$ cat src/rtl/alu_arb_pkg.sv
// Shared types and constants for the ALU arbiter: FSM states, ALU in_sel
// encodings, datapath widths and the one-hot op test.
package alu_arb_pkg;

    localparam int DATA_W = 8;
    localparam int OP_W   = 7;

    // ALU in_sel encodings, {persist, load, reset}
    localparam logic [2:0] IN_SEL_RESET   = 3'b001;
    localparam logic [2:0] IN_SEL_LOAD    = 3'b010;
    localparam logic [2:0] IN_SEL_PERSIST = 3'b100;

    typedef enum logic [2:0] {
        ST_INIT  = 3'd0,
        ST_IDLE  = 3'd1,
        ST_ISSUE = 3'd2,
        ST_WAIT  = 3'd3,
        ST_RESP  = 3'd4
    } state_e;

    // True when exactly one bit of the op is set; clearing the lowest set
    // bit must leave nothing behind.
    function automatic logic isOneHot(input logic [OP_W-1:0] op);
        return (op != '0) && ((op & (op - OP_W'(1))) == '0);
    endfunction

endpackage

$ cat src/rtl/alu_arbiter_rr_arbiter.sv
// rr_arbiter: combinational round-robin grant. The search starts at ptr and
// wraps modulo NREQ; the first requester found wins.
module rr_arbiter #(
    parameter int NREQ = 4,
    parameter int IDW  = 2
) (
    input  logic [NREQ-1:0] req,
    input  logic [IDW-1:0]  ptr,
    output logic [NREQ-1:0] gnt,
    output logic [IDW-1:0]  gnt_id,
    output logic            any
);

    localparam logic [IDW:0] NREQ_W = (IDW+1)'(NREQ);

    logic [IDW:0] cand;

    // Walk candidates from farthest to nearest so the nearest valid one overwrites the rest
    always_comb begin
        gnt    = '0;
        gnt_id = '0;
        any    = 1'b0;
        cand   = '0;
        for (int k = NREQ - 1; k >= 0; k--) begin
            cand = {1'b0, ptr} + (IDW+1)'(k);
            if (cand >= NREQ_W) begin
                cand = cand - NREQ_W;
            end
            if (req[cand[IDW-1:0]]) begin
                gnt                 = '0;
                gnt[cand[IDW-1:0]]  = 1'b1;
                gnt_id              = cand[IDW-1:0];
                any                 = 1'b1;
            end
        end
    end

endmodule

$ cat src/rtl/alu_arbiter.sv
// alu_arbiter: round-robin sequencer sharing one 8-bit ALU among NREQ clients.
// Each accepted request is loaded into the ALU, held for ALU_LAT cycles, and
// returned with its requester id on a valid/ready response channel.
// Build macro ALU_ARB_OPCHECK_EN: when defined, ops that are not one-hot are
// answered straight away with rsp_err=1 and never reach the ALU.
module alu_arbiter
    import alu_arb_pkg::*;
#(
    parameter  int NREQ    = 4,
    parameter  int ALU_LAT = 1,
    localparam int IDW     = (NREQ <= 2) ? 1 : $clog2(NREQ)
) (
    input  logic                   clk,
    input  logic                   rst,
    input  logic                   en,
    input  logic [NREQ-1:0]        req_valid,
    output logic [NREQ-1:0]        req_ready,
    input  logic [DATA_W*NREQ-1:0] req_num1,
    input  logic [DATA_W*NREQ-1:0] req_num2,
    input  logic [OP_W*NREQ-1:0]   req_op,
    output logic                   rsp_valid,
    input  logic                   rsp_ready,
    output logic [IDW-1:0]         rsp_id,
    output logic [DATA_W-1:0]      rsp_data,
    output logic                   rsp_err,
    output logic                   busy,
    output logic                   alu_on,
    output logic [2:0]             alu_in_sel,
    output logic [DATA_W-1:0]      alu_num1,
    output logic [DATA_W-1:0]      alu_num2,
    output logic [OP_W-1:0]        alu_out_sel,
    input  logic [DATA_W-1:0]      alu_out
);

    localparam logic [2:0]     LAT_LAST = 3'(ALU_LAT - 1);
    localparam logic [IDW-1:0] LAST_ID  = IDW'(NREQ - 1);

    state_e            state_q, state_d;
    logic [IDW-1:0]    rrPtr_q, rrPtr_d;
    logic [IDW-1:0]    gntId_q, gntId_d;
    logic [2:0]        latCnt_q, latCnt_d;
    logic [DATA_W-1:0] num1_q, num1_d;
    logic [DATA_W-1:0] num2_q, num2_d;
    logic [OP_W-1:0]   op_q, op_d;
    logic [DATA_W-1:0] rspData_q, rspData_d;
`ifdef ALU_ARB_OPCHECK_EN
    logic              rspErr_q, rspErr_d;
`endif

    logic [NREQ-1:0]   arbGnt;
    logic [IDW-1:0]    arbId;
    logic              arbAny;
    logic              accept;

    logic [DATA_W-1:0] num1Arr [NREQ];
    logic [DATA_W-1:0] num2Arr [NREQ];
    logic [OP_W-1:0]   opArr   [NREQ];

    for (genvar i = 0; i < NREQ; i++) begin : g_unpack
        assign num1Arr[i] = req_num1[i*DATA_W +: DATA_W];
        assign num2Arr[i] = req_num2[i*DATA_W +: DATA_W];
        assign opArr[i]   = req_op[i*OP_W +: OP_W];
    end

    rr_arbiter #(
        .NREQ (NREQ),
        .IDW  (IDW)
    ) u_rr (
        .req    (req_valid),
        .ptr    (rrPtr_q),
        .gnt    (arbGnt),
        .gnt_id (arbId),
        .any    (arbAny)
    );

    // Grants are only offered from IDLE with en high, so a response handshake never overlaps an accept
    assign accept    = (state_q == ST_IDLE) && en && arbAny;
    assign req_ready = accept ? arbGnt : '0;

    // Next-state logic: walk the load / wait / respond sequence for one request at a time
    always_comb begin
        state_d   = state_q;
        rrPtr_d   = rrPtr_q;
        gntId_d   = gntId_q;
        latCnt_d  = latCnt_q;
        num1_d    = num1_q;
        num2_d    = num2_q;
        op_d      = op_q;
        rspData_d = rspData_q;
`ifdef ALU_ARB_OPCHECK_EN
        rspErr_d  = rspErr_q;
`endif
        case (state_q)
            ST_INIT: begin
                state_d = ST_IDLE;
            end
            ST_IDLE: begin
                if (accept) begin
                    gntId_d = arbId;
                    num1_d  = num1Arr[arbId];
                    num2_d  = num2Arr[arbId];
                    op_d    = opArr[arbId];
`ifdef ALU_ARB_OPCHECK_EN
                    if (!isOneHot(opArr[arbId])) begin
                        rspErr_d  = 1'b1;
                        rspData_d = '0;
                        state_d   = ST_RESP;
                    end else begin
                        rspErr_d  = 1'b0;
                        state_d   = ST_ISSUE;
                    end
`else
                    state_d = ST_ISSUE;
`endif
                end
            end
            ST_ISSUE: begin
                latCnt_d = '0;
                state_d  = ST_WAIT;
            end
            ST_WAIT: begin
                if (latCnt_q == LAT_LAST) begin
                    rspData_d = alu_out;
                    state_d   = ST_RESP;
                end else begin
                    latCnt_d = latCnt_q + 3'd1;
                end
            end
            ST_RESP: begin
                if (rsp_ready) begin
                    rrPtr_d = (gntId_q == LAST_ID) ? '0 : gntId_q + IDW'(1);
                    state_d = ST_IDLE;
                end
            end
            default: begin
                state_d = ST_INIT;
            end
        endcase
    end

    // State registers; reset discards any in-flight operation and restarts from INIT
    always_ff @(posedge clk or negedge rst) begin
        if (!rst) begin
            state_q   <= ST_INIT;
            rrPtr_q   <= '0;
            gntId_q   <= '0;
            latCnt_q  <= '0;
            num1_q    <= '0;
            num2_q    <= '0;
            op_q      <= '0;
            rspData_q <= '0;
`ifdef ALU_ARB_OPCHECK_EN
            rspErr_q  <= 1'b0;
`endif
        end else begin
            state_q   <= state_d;
            rrPtr_q   <= rrPtr_d;
            gntId_q   <= gntId_d;
            latCnt_q  <= latCnt_d;
            num1_q    <= num1_d;
            num2_q    <= num2_d;
            op_q      <= op_d;
            rspData_q <= rspData_d;
`ifdef ALU_ARB_OPCHECK_EN
            rspErr_q  <= rspErr_d;
`endif
        end
    end

    // ALU control: reset pulse in INIT, load pulse in ISSUE, persist everywhere else
    always_comb begin
        case (state_q)
            ST_INIT:  alu_in_sel = IN_SEL_RESET;
            ST_ISSUE: alu_in_sel = IN_SEL_LOAD;
            default:  alu_in_sel = IN_SEL_PERSIST;
        endcase
    end

    // alu_on and busy are gated by the reset pin so both read 0 while reset is held
    assign alu_on      = rst;
    assign busy        = rst && (state_q != ST_IDLE);
    assign alu_num1    = num1_q;
    assign alu_num2    = num2_q;
    assign alu_out_sel = op_q;
    assign rsp_valid   = (state_q == ST_RESP);
    assign rsp_id      = gntId_q;
    assign rsp_data    = rspData_q;
`ifdef ALU_ARB_OPCHECK_EN
    assign rsp_err     = rspErr_q;
`else
    assign rsp_err     = 1'b0;
`endif

endmodule

$ cat config.mk
export PLATFORM = sky130hd
export DESIGN_NAME = alu_arbiter
export DESIGN_NICKNAME = d
export VERILOG_FILES = /design/src/rtl/alu_arb_pkg.sv /design/src/rtl/alu_arbiter_rr_arbiter.sv /design/src/rtl/alu_arbiter.sv
export SDC_FILE = /design/constraint.sdc
export NUM_CORES = 1
export LEC_CHECK = 0
export CAP_MARGIN = 25
export CORE_ASPECT_RATIO = 0.75
export CORE_UTILIZATION = 45
export CTS_BUF_LIST = sky130_fd_sc_hd__clkbuf_16
export CTS_CLUSTER_DIAMETER = 60
export DETAILED_ROUTE_END_ITERATION = 10
export GPL_TIMING_DRIVEN = 1
export PLACE_DENSITY = 0.87
export SLEW_MARGIN = 40
export SYNTH_ARGS = -nofsm -noshare
export SYNTH_HDL_FRONTEND = slang
export SYNTH_SLANG_ARGS = --single-unit
$ cat constraint.sdc
create_clock -name clk -period 7.3 [get_ports clk]
set_clock_uncertainty 0.15 [all_clocks]
set_input_delay 0.73 -clock clk [delete_from_list [all_inputs] [get_ports clk]]
set_output_delay 0.73 -clock clk [all_outputs]
set_load 0.02 [all_outputs]
==> impl_metrics.csv <==
group,metric,value,unit
status,status,"complete, no violations",
drt,num_vias,3567,
global_route,grt_usage,0.280,
critical_path,end_kind,"output port",
sta,tightest_slew,0.808,ns
global_route,grt.overflow.total,0,
yosys,synthArstFlopShare,1.00,
global_route,antenna_found_initial,0,
sta,setup_slack,3.02,ns
critical_path,cp-start-kind,"input port",
sta,fin_tns_setup,0,ns
pwr,p_per_area,408,nW/um2
clock_tree,cts-resized-gates,0,
yosys,ys_ff_latch,41,
hold_path,hold_path.class,"flop to flop",
place,dpl.hpwl,7800,um
floorplanning,num_rows,26,
floorplanning,io_pins,152,
critical_path,crit_required,6.42,ns
yosys,synthFlopType,"dfrtp_1",
drt,drc,0,
critical_path,max_stage_delay,0.62,ns
pwr,total_power,2010,uW
sta,final_hold_viol_count,0,
critical_path,cp.arrival,3.40,ns
clock_tree,clock_sinks,41,
clock_tree,clock-root-buffer,"clkbuf_16",
place,dp_slack,3.02,ns
layout,final_common_cell,"clkdlybuf4s50_1",
place,dpl.cell_count,593,
drt,post_drt_wl_per_cell,18.0,um
floorplanning,start_util,0.470,
drt,dr.pass1.iters,5,
drt,drt-vias-per-instance,5.93,
drt,postRouteWirelength,10800,um
floorplanning,chipHeight,75.5,um
clock_tree,h-tree-depth,2,
layout,finalNetCount,621,
clock_tree,cts-buffers-inserted,5,
critical_path,cp_cell_sequence,"clkdlybuf4s50_1 -> mux4_2 -> nor2b_1 -> a221oi_1 -> nor3_1 -> a21oi_1 -> nor2_1 -> clkdlybuf4s50_1",
layout,mostFrequentLayoutCells,"clkdlybuf4s50_1 (149), dfrtp_1 (40), nor2_1 (39), nand2_1 (24), nor3_1 (20)",
layout,fillers,532,
floorplanning,die_area,7560,um2
critical_path,critical_path_peak_fanout,10,
global_route,grt_pass1_wl,16400,um
sta,min_period,4.28,ns
layout,fin_cells,602,
clock_tree,clk_path_buf_depth,2,
critical_path,critPathSlowestCell,"clkdlybuf4s50_1",
yosys,synth_edf_count,0,
floorplanning,die_w,100,um
yosys,yosys_warnings,0,
place,globalplace.congestion,0.859,
floorplanning,core,6900,um2
yosys,syn_nets,488,
clock_tree,tritoncts,"yes",
sta,setup_viol_count_final,0,
sta,fin_crit_sh,0.586,
clock_tree,hold_buffers,0,
yosys,synth_area_per_cell,8.77,um2
drt,drt_iter0_drc,302,
critical_path,worst-setup-path-type,"input port to output port",
pwr,ir_worst_vdd,0.000229,V
sta,grt_setup_unrepaired,"false",
global_route,grt_max_degree,50,
global_route,grt_pass1_vias,3382,
sta,maxSlewHeadroom,0.460,
clock_tree,insertion_delay,0.29,ns
layout,synthToLayoutAreaGrowth,52.2,%
layout,drive_gt1_frac,0.0992,
drt,ant_nets,0,
clock_tree,cts.clk_slew.worst_paths,0.06,ns
clock_tree,postCtsSetupRepairBufs,0,
layout,n_antenna_cell,0,
sta,hold_slack,0.347,ns
sta,drv_slew,0,
flow_run,drv_cap,0,
layout,multi_input_area,2060,um2
yosys,synth_area,3240,um2
yosys,ys_seq_area_frac,0.316,
yosys,syn-instance-count,370,
sta,fmax,234,MHz
pwr,power.leakage,0.00201,uW
place,portBuffers,150,
layout,regArea,1030,um2
critical_path,cp_common_cell,"clkdlybuf4s50_1",
yosys,ys_types,44,
-- synthesized netlist by cell type, types with 2 or more instances --
| library cell | count | area (um2) |
|---|---|---|
| a221o_1 | 9 | 90.1 |
| buf_2 | 4 | 20.0 |
| nand3_1 | 18 | 90.1 |
| and3_1 | 11 | 68.8 |
| nand2b_1 | 4 | 25.0 |
| buf_4 | 2 | 15.0 |
| mux4_2 | 3 | 67.6 |
| a31oi_1 | 10 | 62.6 |
| o22ai_1 | 2 | 12.5 |
| o211ai_1 | 13 | 97.6 |
| or3_1 | 6 | 37.5 |
| mux2i_1 | 13 | 130 |
| dfrtp_1 | 41 | 1030 |
| nor2_1 | 40 | 150 |
| mux2_4 | 4 | 60.1 |
| a21oi_1 | 17 | 85.1 |
| clkbuf_1 | 19 | 71.3 |
| mux2_2 | 17 | 191 |
| o21ai_0 | 11 | 55.1 |
| buf_6 | 2 | 22.5 |
| nand2_1 | 25 | 93.8 |
| o31ai_1 | 2 | 15.0 |
| mux2_1 | 2 | 22.5 |
| a221oi_1 | 14 | 123 |
| or2_2 | 2 | 12.5 |
| ha_1 | 10 | 125 |
| o221ai_1 | 13 | 114 |
| a211o_1 | 7 | 61.3 |
| nor2b_1 | 4 | 25.0 |
| inv_1 | 12 | 45.0 |
| nor3_1 | 20 | 100 |
-- metrics by stage --
step,cell area [um2],util
CTS,4930,0.715
global placement,4750,0.689
detailed placement,4780,0.693
floorplan,3240,-
global route,4940,0.716
finish,4940,0.716
-- logic make-up (layout without fill, tap and decap cells) --
logic type | after synthesis | in the layout | share of synthesized area
and+or+nand+nor | 134 | 134 | 0.203
AOI/OAI and AO/OA | 104 | 104 | 0.239
DFF | 41 | 41 | 0.316
buffers and inverters | 41 | 175 | 0.0559
muxes | 39 | 39 | 0.145
adders and majority gates | 10 | 10 | 0.0386
other | 1 | 1 | 0.00116
-- area by class of cell --
cell class,instances,area share
Clock buffer,5,0.0253
Clock inverter,3,0.00507
Inverter,13,0.00988
Multi-Input combinational cell,288,0.417
Sequential cell,41,0.209
Tap cell,98,0.0248
Timing Repair Buffer,154,0.309
-- worst max-delay path, delay by kind of cell --
| family | cells | cell delay (ns) |
|---|---|---|
| buf+inv | 2 | 1.18 |
| compound gates | 2 | 0.21 |
| simple gates | 3 | 0.65 |
| mux | 1 | 0.61 |
-- flip-flops by register name (all words and copies together) (netlist names) --
name,flops
state_q,3
rsp_data,8
alu_num2,8
alu_out_sel,7
alu_num1,8
rrPtr_q,2
rsp_id,2
latCnt_q,3
-- worst paths after layout --
path	from	endpoint	slack, ns	cells past startpoint
worst max-delay path	req_valid[1]	req_ready[3]	3.02	8
worst min-delay path	alu_num1[0]$_DFFE_PN0P_	alu_num1[0]$_DFFE_PN0P_	0.35	2
worst max register to register	rrPtr_q[0]$_DFFE_PN0P_	alu_num2[2]$_DFFE_PN0P_	3.34	9
worst min register to register	alu_num1[0]$_DFFE_PN0P_	alu_num1[0]$_DFFE_PN0P_	0.35	2
max in group asynchronous	rst	rrPtr_q[0]$_DFFE_PN0P_	6.21	2
min in group asynchronous	rst	alu_num1[1]$_DFFE_PN0P_	0.36	2
-- per-layer routing --
layer,vias to the layer above,track usage,part of all wire
met2,215,0.451,0.46
met5,-,0,0
met4,0,0.0821,0.012
met1,1668,0.380,0.42
li1,1671,-,-
met3,13,0.0661,0.10
-- power breakdown --
part           switching (uW)  internal, uW  leakage [uW]
combinational             731           604       0.00143
clock                     101           129     0.0000704
sequential                115           333      0.000507
Note: power is estimated with default switching activity, not from simulation.
